==> config.mk <==
export PLATFORM = sky130hd
export DESIGN_NAME = clk_enable_scheduler
export DESIGN_NICKNAME = d
export VERILOG_FILES = /design/src/rtl/clk_sched_pkg.sv /design/src/rtl/tick_channel.sv /design/src/rtl/clk_enable_scheduler.sv
export SDC_FILE = /design/constraint.sdc
export NUM_CORES = 1
export LEC_CHECK = 0
export ABC_CLOCK_PERIOD_IN_PS = 7200
export BUFFER_PORTS_ARGS = -buffer_cell sky130_fd_sc_hd__buf_2
export CAP_MARGIN = 20
export CORE_ASPECT_RATIO = 1.4
export CORE_MARGIN = 2
export CORE_UTILIZATION = 35
export CTS_CLUSTER_DIAMETER = 200
export DETAILED_ROUTE_END_ITERATION = 8
export SLEW_MARGIN = 10
export SYNTH_ARGS = -nofsm -noshare
export SYNTH_HDL_FRONTEND = slang
export SYNTH_SLANG_ARGS = --single-unit
==> constraint.sdc <==
create_clock -name clock_in -period 7.2 [get_ports clock_in]
set_clock_uncertainty 0.2 [all_clocks]
set_input_delay 0.36 -clock clock_in [delete_from_list [all_inputs] [get_ports clock_in]]
set_output_delay 0.36 -clock clock_in [all_outputs]
set_load 0.02 [all_outputs]
==> src/rtl/clk_sched_pkg.sv <==
// Shared defaults and control-FSM state encoding for the clock-enable scheduler.
package clk_sched_pkg;

   localparam int N_CH_DEFAULT    = 4;
   localparam int CNT_W_DEFAULT   = 32;
   localparam int DEF_DIV_DEFAULT = 2;

   // IDLE accepts a configuration; APPLY writes it into the target channel.
   typedef enum logic {
      IDLE  = 1'b0,
      APPLY = 1'b1
   } cfg_state_e;

endpackage

==> src/rtl/tick_channel.sv <==
// One tick channel: divide/enable registers, phase counter, tick decode and
// square-wave output. tick comes straight off registers, so it has no
// combinational path from any input.
module tick_channel
   import clk_sched_pkg::*;
#(
   parameter int CNT_W   = CNT_W_DEFAULT,
   parameter int DEF_DIV = DEF_DIV_DEFAULT
) (
   input  logic             clock_in,
   input  logic             rst,
   input  logic             sync,
   input  logic             wr,
   input  logic [CNT_W-1:0] wr_div,
   input  logic             wr_en,
   output logic             tick,
   output logic             clk_out
);

   logic [CNT_W-1:0] div_q;
   logic [CNT_W-1:0] cnt_q;
   logic             en_q;

   assign tick = en_q && (cnt_q == div_q - CNT_W'(1));

   // Divide ratio and enable change only on a configuration write.
   always_ff @(posedge clock_in or negedge rst) begin
      if (!rst) begin
         div_q <= CNT_W'(DEF_DIV);
         en_q  <= 1'b0;
      end else if (wr) begin
         div_q <= wr_div;
         en_q  <= wr_en;
      end
   end

   // Phase: a write or sync restarts it, disabled holds at zero, else count and wrap on tick.
   always_ff @(posedge clock_in or negedge rst) begin
      if (!rst) begin
         cnt_q   <= '0;
         clk_out <= 1'b0;
      end else if (wr || sync || !en_q) begin
         cnt_q   <= '0;
         clk_out <= 1'b0;
      end else if (tick) begin
         cnt_q   <= '0;
         clk_out <= ~clk_out;
      end else begin
         cnt_q   <= cnt_q + CNT_W'(1);
      end
   end

endmodule

==> src/rtl/clk_enable_scheduler.sv <==
// Clock-enable scheduler: N_CH independent divide-by-D tick channels, each
// reconfigured through a two-state valid/ready handshake (accept, then apply).
module clk_enable_scheduler
   import clk_sched_pkg::*;
#(
   parameter int  N_CH    = N_CH_DEFAULT,
   parameter int  CNT_W   = CNT_W_DEFAULT,
   parameter int  DEF_DIV = DEF_DIV_DEFAULT,
   localparam int CH_W    = (N_CH > 1) ? $clog2(N_CH) : 1
) (
   input  logic             clock_in,
   input  logic             rst,
   input  logic             cfg_valid,
   output logic             cfg_ready,
   input  logic [CH_W-1:0]  cfg_ch,
   input  logic [CNT_W-1:0] cfg_div,
   input  logic             cfg_en,
   input  logic             sync_in,
   output logic [N_CH-1:0]  tick,
   output logic [N_CH-1:0]  clk_out
);

   cfg_state_e       state_q, state_d;
   logic [CH_W-1:0]  lat_ch;
   logic [CNT_W-1:0] lat_div;
   logic             lat_en;

   // Control state register.
   always_ff @(posedge clock_in or negedge rst) begin
      if (!rst) state_q <= IDLE;
      else      state_q <= state_d;
   end

   // Next state and ready: APPLY always lasts exactly one cycle.
   always_comb begin
      state_d   = state_q;
      cfg_ready = 1'b0;
      case (state_q)
         IDLE: begin
            cfg_ready = 1'b1;
            if (cfg_valid) state_d = APPLY;
         end
         APPLY:   state_d = IDLE;
         default: state_d = IDLE;
      endcase
   end

   // Capture the request on accept; a zero ratio is stored as 1.
   always_ff @(posedge clock_in or negedge rst) begin
      if (!rst) begin
         lat_ch  <= '0;
         lat_div <= '0;
         lat_en  <= 1'b0;
      end else if (cfg_valid && cfg_ready) begin
         lat_ch  <= cfg_ch;
         lat_div <= (cfg_div == '0) ? CNT_W'(1) : cfg_div;
         lat_en  <= cfg_en;
      end
   end

   // A channel index with no matching instance selects nothing, so the
   // request still completes its APPLY cycle but is dropped.
   for (genvar g = 0; g < N_CH; g++) begin : g_ch
      tick_channel #(
         .CNT_W   (CNT_W),
         .DEF_DIV (DEF_DIV)
      ) u_ch (
         .clock_in (clock_in),
         .rst      (rst),
         .sync     (sync_in),
         .wr       ((state_q == APPLY) && (lat_ch == CH_W'(g))),
         .wr_div   (lat_div),
         .wr_en    (lat_en),
         .tick     (tick[g]),
         .clk_out  (clk_out[g])
      );
   end

endmodule

==> results of run 1 <==
[critical path: cells and delay by family, from the launching register on]
| kind | cells | cell delay [ns] |
|---|---|---|
| simple gates | 5 | 1.79 |
| fa+ha+maj | 1 | 0.32 |
| compound gates | 1 | 0.39 |
| flops | 1 | 0.44 |
| buf+inv | 3 | 0.82 |
| mux | 1 | 0.12 |
[layout make-up]
class	count	area, um2	area share
flip-flops and latches	300	7512	0.3810
clock buffers	38	789.5	0.04004
repair buffers	96	715.7	0.03630
clock inverters	12	101.3	0.005140
inverters	22	82.58	0.004188
well taps	643	804.5	0.04080
multi-input cells	1320	9711	0.4925
[cells by family (layout without fill, tap and decap cells)]
group,count (synthesis),after routing,synth area share
AND/OR/NAND/NOR,716,716,0.2371
flip-flops,300,300,0.4242
multiplexers,174,174,0.1100
XOR/XNOR,264,264,0.1313
adder cells (fa/ha/maj),8,8,0.005652
AO/OA/AOI/OAI,158,158,0.06302
buffers and inverters,112,168,0.02875
[sequential cells by signal, indices dropped and copies added (netlist names)]
| register | flops |
|---|---|
| lat_ch | 2 |
| g_ch.u_ch.en_q | 4 |
| g_ch.u_ch.cnt_q | 128 |
| lat_div | 32 |
| g_ch.u_ch.div_q | 128 |
| state_q | 1 |
| lat_en | 1 |
| g_ch.u_ch.clk_out | 4 |
[final timing paths]
path / to / startpoint / depth (start not counted)
min reg2reg: g_ch[2].u_ch.div_q[31] / g_ch[2].u_ch.div_q[31] / 1
min: state_q / cfg_valid / 4
min in group asynchronous: g_ch[2].u_ch.cnt_q[27] / rst / 2
max in group asynchronous: g_ch[3].u_ch.div_q[0] / rst / 3
max reg2reg: g_ch[0].u_ch.cnt_q[21] / g_ch[0].u_ch.div_q[3] / 7
max: tick[2] / g_ch[2].u_ch.div_q[0] / 11
[cells in the final DEF, fill, tap and decap left out, types with 7 or more instances in the layout]
master	n
and3_1	36
nor4_1	46
buf_2	46
ha_1	8
o31ai_1	7
buf_4	12
nand2b_1	16
nor3_2	32
nor2b_1	17
mux2i_1	9
o211ai_1	11
or3_1	22
a31oi_1	9
xor2_1	127
nand3b_1	16
nand3_1	76
nor3b_1	17
o2111ai_1	7
o21ai_0	31
dfrtp_1	296
o31a_1	8
or4_1	25
dlygate4sd3_1	36
nor2_1	80
nand4b_1	9
clkbuf_16	29
inv_1	22
nand2_1	82
nor3_1	141
a21oi_1	31
and4_1	15
nor4b_1	9
mux2_2	165
xnor2_1	136
and2_1	7
nand4_1	37
[metal layers]
| metal | track usage | part of all wire | vias up |
|---|---|---|---|
| li1 | - | - | 6389 |
| met1 | 0.2107 | 0.42 | 6573 |
| met2 | 0.2973 | 0.50 | 219 |
| met3 | 0.01636 | 0.025 | 88 |
| met4 | 0.09709 | 0.058 | 0 |
| met5 | 0 | 0 | - |
[report_power, final]
group / internal (mW) / switching (mW) / total [mW]
clock network: 0.804 / 0.656 / 1.46
registers: 2.09 / 0.691 / 2.78
logic: 0.916 / 0.918 / 1.83
total: 3.81 / 2.26 / 6.08
[what timing repair did]
action,4_1_cts,5_1_grt
hold endpoints to repair,146,0
hold buffers,36,0
gates resized for setup,0,0
buffers inserted,0,0
[per-stage QoR]
step / worst slack [ns] / instance area, um2 / utilization
finish: 2.172 / 19720 / 0.3943
global route: 1.966 / 19720 / 0.3943
CTS: 2.106 / 19720 / 0.3943
detailed placement: 2.730 / 18460 / 0.3693
global placement: 2.817 / 18460 / 0.3693
floorplan: 3.318 / 17710 / -
==> results.toml, run 1 <==
[synth]
syn_inst = 1732
ys_types = 82
synthTopCellsByArea = "dfrtp_1 (42%), mux2_2 (10%), xnor2_1 (6.7%), xor2_1 (6.3%), nor3_1 (4.0%)"
synth_area_um2 = 17710
syn_area_per_cell_um2 = 10.23
synth_top_area_share = 0.4182
ys_async_sr_fraction = 1.000
synthFlopType = "dfrtp_1"
synth-edff-count = 0
yosys_warnings = 0
synth_top_area_cell = "dfrtp_1"
synthesis.nets = 1779
synthTopCellsByCount = "dfrtp_1 (296), mux2_2 (165), nor3_1 (142)"
ys_ff_latch = 300
synth_seq_area_share = 0.4242
yosysMostFrequentCell = "dfrtp_1"

[finish]
layout-drive-gt1-share = 0.1857
areaGrowthSynthToFinish_pct = 11.32
fin_cells = 2431
diodes = 0
nets = 1815
fillers = 4847

[flow_run]
cap_violations = 0

[sta]
relSlewSlack = 0.4233
min_period_ns = 5.028
drv_slew = 0
rsz0062_at_grt = "no"
setup_viol = 0
finalSetupTns_ns = 0
max_clock_freq_mhz = 198.9
hold_slack_ns = 0.1680
fin_crit_sh = 0.6984
worst_pin_slew_ns = 0.8650
hold_viol = 0

[floorplanning]
die_w_um = 194.1
dieHeight_um = 270.2
core_area_um2 = 50000
dieArea_um2 = 52440
floorplan.initialDensity = 0.3542
io_pins = 48
row_count = 97

[clock_tree]
htreeDepth = 1
cts_sinks = 300
ctsLongestPathBuffers = 3
cts_tree = "done"
clk_latency_ns = 0.57
cts_root_buf = "clkbuf_16"
clk_pin_slew_ns = 0.07
cts_buffers = 28

[global_routing]
grt_pass1_vias = 13380
overflow = 0
grtUsageTotal = 0.1725
antenna_found_initial = 1
grt_pass1_wl_um = 73160
grt_max_degree = 140

[worst_setup_path]
worstPathArrival_ns = 4.47
max_stage_delay_ns = 0.57
cp_max_fo = 33
crit_type = "reg -> out"
r2r_slack_ns = 3.08
cp.required_ns = 6.64
cp_cell_sequence = "inv_1 -> ha_1 -> nor3b_2 -> mux2i_1 -> or3b_1 -> a2111oi_4 -> nand4_1 -> or4_4 -> nor4_4 -> buf_4 -> buf_2"
end_kind = "output port"
slowest_stage = "or4_4"
start_kind = "register"

[placement]
io_buffers = 47
place_inst = 2345
finalWeightedCongestion = 0.8673
dp_hpwl_um = 32900

[routing]
drc = 0
wirelength_um = 45240
drt-vias-per-instance = 5.458
detail-route-antenna-nets = 0
vias = 13270
firstDrtPassIters = 5
avgRoutedWirePerCell_um = 18.61
drt-initial-drc-count = 775

[power]
leakage_nw = 7.488
vdd_drop_max_mv = 0.1781
finalPower_mw = 6.075
powerDensity_nw_per_um2 = 308.1

[status]
outcome = "finished, final reports clean"

[min_path]
hold_path_class = "in -> reg"
(Power assumes the default switching activity.)
==> inputs of run 2 (changes only) <==
--- a/config.mk
+++ b/config.mk
@@ -5,7 +5,8 @@
 export SDC_FILE = /design/constraint.sdc
 export NUM_CORES = 1
 export LEC_CHECK = 0
-export ABC_CLOCK_PERIOD_IN_PS = 7200
+export ABC_AREA = 1
+export ABC_CLOCK_PERIOD_IN_PS = 4030
 export BUFFER_PORTS_ARGS = -buffer_cell sky130_fd_sc_hd__buf_2
 export CAP_MARGIN = 20
 export CORE_ASPECT_RATIO = 1.4
==> constraint.sdc (replaced) <==
create_clock -name clock_in -period 4.03 [get_ports clock_in]
set_clock_uncertainty 0.2 [all_clocks]
set_input_delay 0.2015 -clock clock_in [delete_from_list [all_inputs] [get_ports clock_in]]
set_output_delay 0.2015 -clock clock_in [all_outputs]
set_load 0.02 [all_outputs]
==> run 2 against run 1 <==
The run now ends with hold timing left. Sequential power is 56% higher. Design area is 12% higher. Synthesized area is 9.6% higher. Worst setup slack worse by 1.5 ns. Die area is 9.4% higher. Utilization is 0.64 points higher. Via count is 31% higher. Final cell count is 51% higher. Critical path type unchanged. Critical endpoint is now tick[0].
==> results.toml, run 2 <==
[clock_tree]
clk_pin_slew_ns = 0.07
htreeDepth = 1
cts_sinks = 300
cts.repair.resized = 0
cts_tree = "done"
cts_buffers = 31
ctsLongestPathBuffers = 3
cts_root_buf = "clkbuf_16"
clk_latency_ns = 0.62

[flow_run]
cap_violations = 0

[placement]
io_buffers = 47
dp_hpwl_um = 43370
pre_cts_ws_ns = 1.232
finalWeightedCongestion = 0.9642

[status]
outcome = "finished with violations"
violations = "hold timing"

[synth]
synthTopCellsByArea = "dfrtp_1 (38%), nand2_1 (18%), nor2_1 (9.3%), xor2_1 (7.1%), inv_1 (5.5%)"
yosys_warnings = 0
synthFlopType = "dfrtp_1"
syn_area_per_cell_um2 = 6.895
ys_async_sr_fraction = 1.000
synth_top_area_cell = "dfrtp_1"
syn_inst = 2814
synth_top_area_share = 0.3817
synthTopCellsByCount = "nand2_1 (944), nor2_1 (482), dfrtp_1 (296)"
ys_types = 44
synth-edff-count = 0
ys_ff_latch = 300
synth_area_um2 = 19400
synth_seq_area_share = 0.3872
synthesis.nets = 2861
yosysMostFrequentCell = "nand2_1"

[sta]
relSlewSlack = 0.4993
worst_pin_slew_ns = 0.7511
hold_viol = 2
rsz0062_at_grt = "no"
fin_crit_sh = 0.8361
min_period_ns = 3.370
hold_slack_ns = -0.007936
setup_ws_ns = 0.6604
max_clock_freq_mhz = 296.8
finalSetupTns_ns = 0
setup_viol = 0
drv_slew = 0

[finish]
final_cell_mix = "nand2_1 (944), nor2_1 (482), dfrtp_1 (296), inv_1 (282), xor2_1 (158)"
diodes = 0
layout-drive-gt1-share = 0.07148
mostFrequentLayoutCell = "nand2_1"
areaGrowthSynthToFinish_pct = 13.60
fillers = 5864
nets = 2961
biggestRegsByFlops = "g_ch.u_ch.cnt_q x128, g_ch.u_ch.div_q x128, lat_div x32"

[global_routing]
overflow = 0
grt_pass1_vias = 17170
grt_pass1_wl_um = 91010
grt_max_degree = 96
grtUsageTotal = 0.2009
antenna_found_initial = 0

[worst_setup_path]
crit_type = "reg -> out"
ff2ff_path_depth = 8
reg2reg_from = "state_q"
cp.required_ns = 3.63
end_kind = "output port"
worstPathArrival_ns = 2.97
cp_max_fo = 12
rr_endpoint = "lat_div[0]"
r2r_slack_ns = 0.94
start_kind = "register"

[routing]
avgRoutedWirePerCell_um = 15.43
drt-initial-drc-count = 1125
drc = 0
wirelength_um = 56550
detail-route-antenna-nets = 0
vias = 17430
firstDrtPassIters = 5
drt-vias-per-instance = 4.753

[min_path]
hold_path_class = "in -> async"

[floorplanning]
row_count = 102
dieHeight_um = 282.6
core_area_um2 = 55010
floorplan.initialDensity = 0.3528
dieArea_um2 = 57370
io_pins = 48
die_w_um = 203.0

[power]
leakage_nw = 10.57
vdd_drop_max_mv = 0.3233
powerDensity_nw_per_um2 = 535.5
==> run 2: timing repair <==
action,CTS,global route
endpoints found under the hold margin,196,0
buffers inserted,0,0
hold buffers,63,0
==> run 2: final cells by class <==
cell class	count	area, um2	area share
clock buffers	42	887.1	0.04025
clock inverters	15	160.2	0.007266
inverters	289	1085	0.04921
multi-input cells	2169	10480	0.4753
well taps	728	910.9	0.04132
flip-flops and latches	300	7512	0.3408
repair buffers	123	1011	0.04586
==> run 2: cells by family after synthesis <==
logic type	share of synthesized area
buffers and inverters	0.07396
AO/OA/AOI/OAI	0.04256
flip-flops	0.3872
adder cells (fa/ha/maj)	0.005159
AND/OR/NAND/NOR	0.3887
XOR/XNOR	0.1025
==> run 2: worst max-delay path by stage <==
| stage | startpoint | to | slack [ns] | depth (start not counted) |
|---|---|---|---|---|
| 6_report | g_ch[0].u_ch.div_q[6] | tick[0] | 0.66 | 11 |
| 5_1_grt | g_ch[0].u_ch.div_q[5] | tick[0] | 0.35 | 13 |
| 4_1_cts | g_ch[0].u_ch.div_q[2] | tick[0] | 0.65 | 13 |
| 3_5_place_dp | g_ch[0].u_ch.div_q[0] | g_ch[0].u_ch.cnt_q[29] | 1.23 | 13 |
| 3_3_place_gp | g_ch[0].u_ch.div_q[0] | g_ch[0].u_ch.cnt_q[31] | 1.28 | 13 |
| 2_1_floorplan | g_ch[0].u_ch.div_q[0] | tick[0] | 1.75 | 14 |
==> run 2: report_power, final <==
| part | switching [mW] | internal, mW | total [mW] |
|---|---|---|---|
| clock network | 1.33 | 1.68 | 3.01 |
| logic | 2.93 | 1.54 | 4.47 |
| registers | 0.801 | 3.53 | 4.33 |
| total | 5.05 | 6.75 | 11.8 |
==> run 2: per-layer routing <==
layer  part of all wire  vias up  GRT usage
met3              0.034      123    0.02131
met5                  0        -          0
li1                   -     8956          -
met4              0.047        0    0.09190
met1               0.42     8028     0.2363
met2               0.50      318     0.3668
==> run 2: metrics by stage <==
stage | instance area, um2 | total power [mW] | hold slack [ns] | std cells | util
2_1_floorplan | 19400 | 7.520 | -0.2941 | 2814 | -
6_report | 22040 | 11.80 | -0.007936 | 3666 | 0.4007
4_1_cts | 22040 | 11.89 | 0.02931 | 3666 | 0.4007
3_3_place_gp | 20360 | 8.734 | 0.09434 | 3546 | 0.3702
5_1_grt | 22040 | 12.76 | 0.07430 | 3666 | 0.4007
3_5_place_dp | 20360 | 8.754 | 0.09894 | 3546 | 0.3702
==> run 2: critical path: stages (launching register included) <==
cell     delay (ns)
dfrtp_1        0.43
nor2_1         0.18
nand2_1        0.10
nor2_2         0.42
nand2_1        0.17
o21ai_0        0.26
nand2_1        0.08
nor2_1         0.15
nand2_1        0.07
nor2_1         0.11
and2_1         0.19
buf_2          0.18
==> inputs of run 3 (changes only) <==
--- a/config.mk
+++ b/config.mk
@@ -6,7 +6,7 @@
 export NUM_CORES = 1
 export LEC_CHECK = 0
 export ABC_AREA = 1
-export ABC_CLOCK_PERIOD_IN_PS = 4030
+export ABC_CLOCK_PERIOD_IN_PS = 2920
 export BUFFER_PORTS_ARGS = -buffer_cell sky130_fd_sc_hd__buf_2
 export CAP_MARGIN = 20
 export CORE_ASPECT_RATIO = 1.4
==> constraint.sdc (replaced) <==
create_clock -name clock_in -period 2.92 [get_ports clock_in]
set_clock_uncertainty 0.2 [all_clocks]
set_input_delay 0.146 -clock clock_in [delete_from_list [all_inputs] [get_ports clock_in]]
set_output_delay 0.146 -clock clock_in [all_outputs]
set_load 0.02 [all_outputs]
==> run 3 against run 2 <==
The run ends with setup timing left. Non-clock buffer count increased by 34. Largest power group unchanged. Design area increased by 2.9%. Utilization increased by 1.2 points. Total power increased by 43%. Clock power increased by 26%. Die area unchanged. First-iteration DRC count decreased by 9.6%. Combinational power increased by 58%. Critical path depth increased by 3. Hold slack improved by 0.051 ns.
==> results.toml, run 3 (synthesis gave the netlist of run 2 again) <==
[status]
outcome = "finished with violations"
violations = "setup timing"

[worst_setup_path]
cp_cell_sequence = "inv_4 -> ha_4 -> xor2_1 -> nand3_1 -> nor2_2 -> nand2_1 -> nor2_1 -> nand2_1 -> inv_1 -> nand2_2 -> nor2_4 -> nand3_2 -> inv_2 -> buf_6"
slowest_stage = "dfstp_2"
cp.required_ns = 2.57
crit_type = "reg -> out"
cp_max_fo = 3
path_common_cell = "nand2_1"
start_kind = "register"
worstPathArrival_ns = 2.64
max_stage_delay_ns = 0.54
end_kind = "output port"

[floorplanning]
row_count = 102
io_pins = 48
core_area_um2 = 55010
dieArea_um2 = 57370
floorplan.initialDensity = 0.3528
die_w_um = 203.0
dieHeight_um = 282.6

[routing]
wirelength_um = 57460
avgRoutedWirePerCell_um = 15.54
detail-route-antenna-nets = 0
drt-vias-per-instance = 4.759
highest_layer = "met4"
route.met2.wl_um = 28740
drt-initial-drc-count = 1017
drc = 0
firstDrtPassIters = 7
routed-wl-met3_um = 1894
m1WireLength_um = 24050
vias = 17600

[finish]
layout-drive-gt1-share = 0.1253
areaGrowthSynthToFinish_pct = 16.88
multi_input_area_um2 = 10920
regArea_um2 = 7527
biggestRegsByFlops = "g_ch.u_ch.cnt_q x128, g_ch.u_ch.div_q x128, lat_div x32"
final_cell_mix = "nand2_1 (929), nor2_1 (433), dfrtp_1 (284), inv_1 (269), xor2_1 (158)"
nets = 2994
diodes = 0
mostFrequentLayoutCell = "nand2_1"
fillers = 5723

[clock_tree]
cts_root_buf = "clkbuf_16"
ctsLongestPathBuffers = 3
clk_latency_ns = 0.60
cts_sinks = 300
cts_tree = "done"
htreeDepth = 1
clk_pin_slew_ns = 0.07
cts_buffers = 30

[sta]
min_period_ns = 2.984
setup_ws_ns = -0.06383
hold_slack_ns = 0.04276
setup_viol = 1
max_clock_freq_mhz = 335.1
worst_pin_slew_ns = 0.7853
drv_slew = 0
hold_viol = 0
relSlewSlack = 0.4757
fin_crit_sh = 1.022
rsz0062_at_grt = "yes"

[placement]
io_buffers = 47
finalWeightedCongestion = 0.9292
pre_cts_ws_ns = -0.007856
dp_hpwl_um = 44010

[global_routing]
overflow = 0
grtUsageTotal = 0.2020
grt_max_degree = 66
grt_pass1_vias = 17180
antenna_found_initial = 0
grt_pass1_wl_um = 91260

[power]
powerDensity_nw_per_um2 = 744.3
vdd_drop_max_mv = 0.3658
leakage_nw = 10.76

[flow_run]
cap_violations = 0

[min_path]
hold_path_class = "in -> reg"
run 3: changes by cell type in the layout (fill, tap and decap cells not counted), sizes merged:
cell,before,now
buf,60,119
clkinvlp,2,8
dlygate4sd3,63,38
inv,291,289
bufinv,2,1
clkbuf,42,36
run 3: through the flow:
step | area [um2] | cells | setup TNS (ns) | power (mW) | util
6_report | 22680 | 3697 | -0.06383 | 16.88 | 0.4123
4_1_cts | 22230 | 3678 | -0.2056 | 16.40 | 0.4042
5_1_grt | 22680 | 3697 | -0.5717 | 18.17 | 0.4123
3_3_place_gp | 20540 | 3566 | 0 | 12.18 | 0.3734
3_5_place_dp | 20540 | 3566 | -0.01335 | 12.22 | 0.3734
2_1_floorplan | 19400 | 2814 | 0 | 10.38 | -
run 3: metal layers:
metal	track usage	vias up
li1	-	9016
met1	0.2370	8117
met2	0.3700	335
met3	0.01935	127
met4	0.09489	0
met5	0	-
run 3: layout make-up:
class,count,share of cell area
multi-input combinational,2169,0.4817
tap,728,0.04017
timing repair buffer,157,0.05672
clock buffer,36,0.03454
clock inverter,18,0.007062
sequential,300,0.3319
inverter,289,0.04794
run 3: worst paths after layout:
path,start,end,slack [ns],cells after the start
max in group asynchronous,rst,g_ch[0].u_ch.cnt_q[27],1.43,5
min in group asynchronous,rst,g_ch[1].u_ch.cnt_q[15],0.34,3
setup / recovery,g_ch[2].u_ch.div_q[1],tick[2],-0.06,14
hold / removal,cfg_valid,lat_div[15],0.04,5
setup reg to reg,g_ch[2].u_ch.div_q[1],g_ch[2].u_ch.clk_out,0.15,18
hold reg to reg,g_ch[0].u_ch.cnt_q[0],g_ch[0].u_ch.cnt_q[0],0.29,1
run 3: what timing repair did:
item,CTS,global route
pin swaps,25,55
hold buffers,39,0
gates resized for setup,54,101
endpoints found under the setup margin,14,5
hold endpoints to repair,327,0
buffers inserted,19,21
run 3: power by group:
part	total (mW)	internal (mW)	leakage [nW]	switching, mW
Clock	3.80	2.02	0.439	1.78
Sequential	6.03	4.88	3.95	1.15
Combinational	7.05	2.59	6.37	4.45
run 3: critical path, delay by kind of cell, from the launching register on:
kind	cells	cell delay [ns]
xor+xnor	1	0.13
fa+ha+maj	1	0.25
buf+inv	4	0.36
flops	1	0.54
simple gates	8	0.74
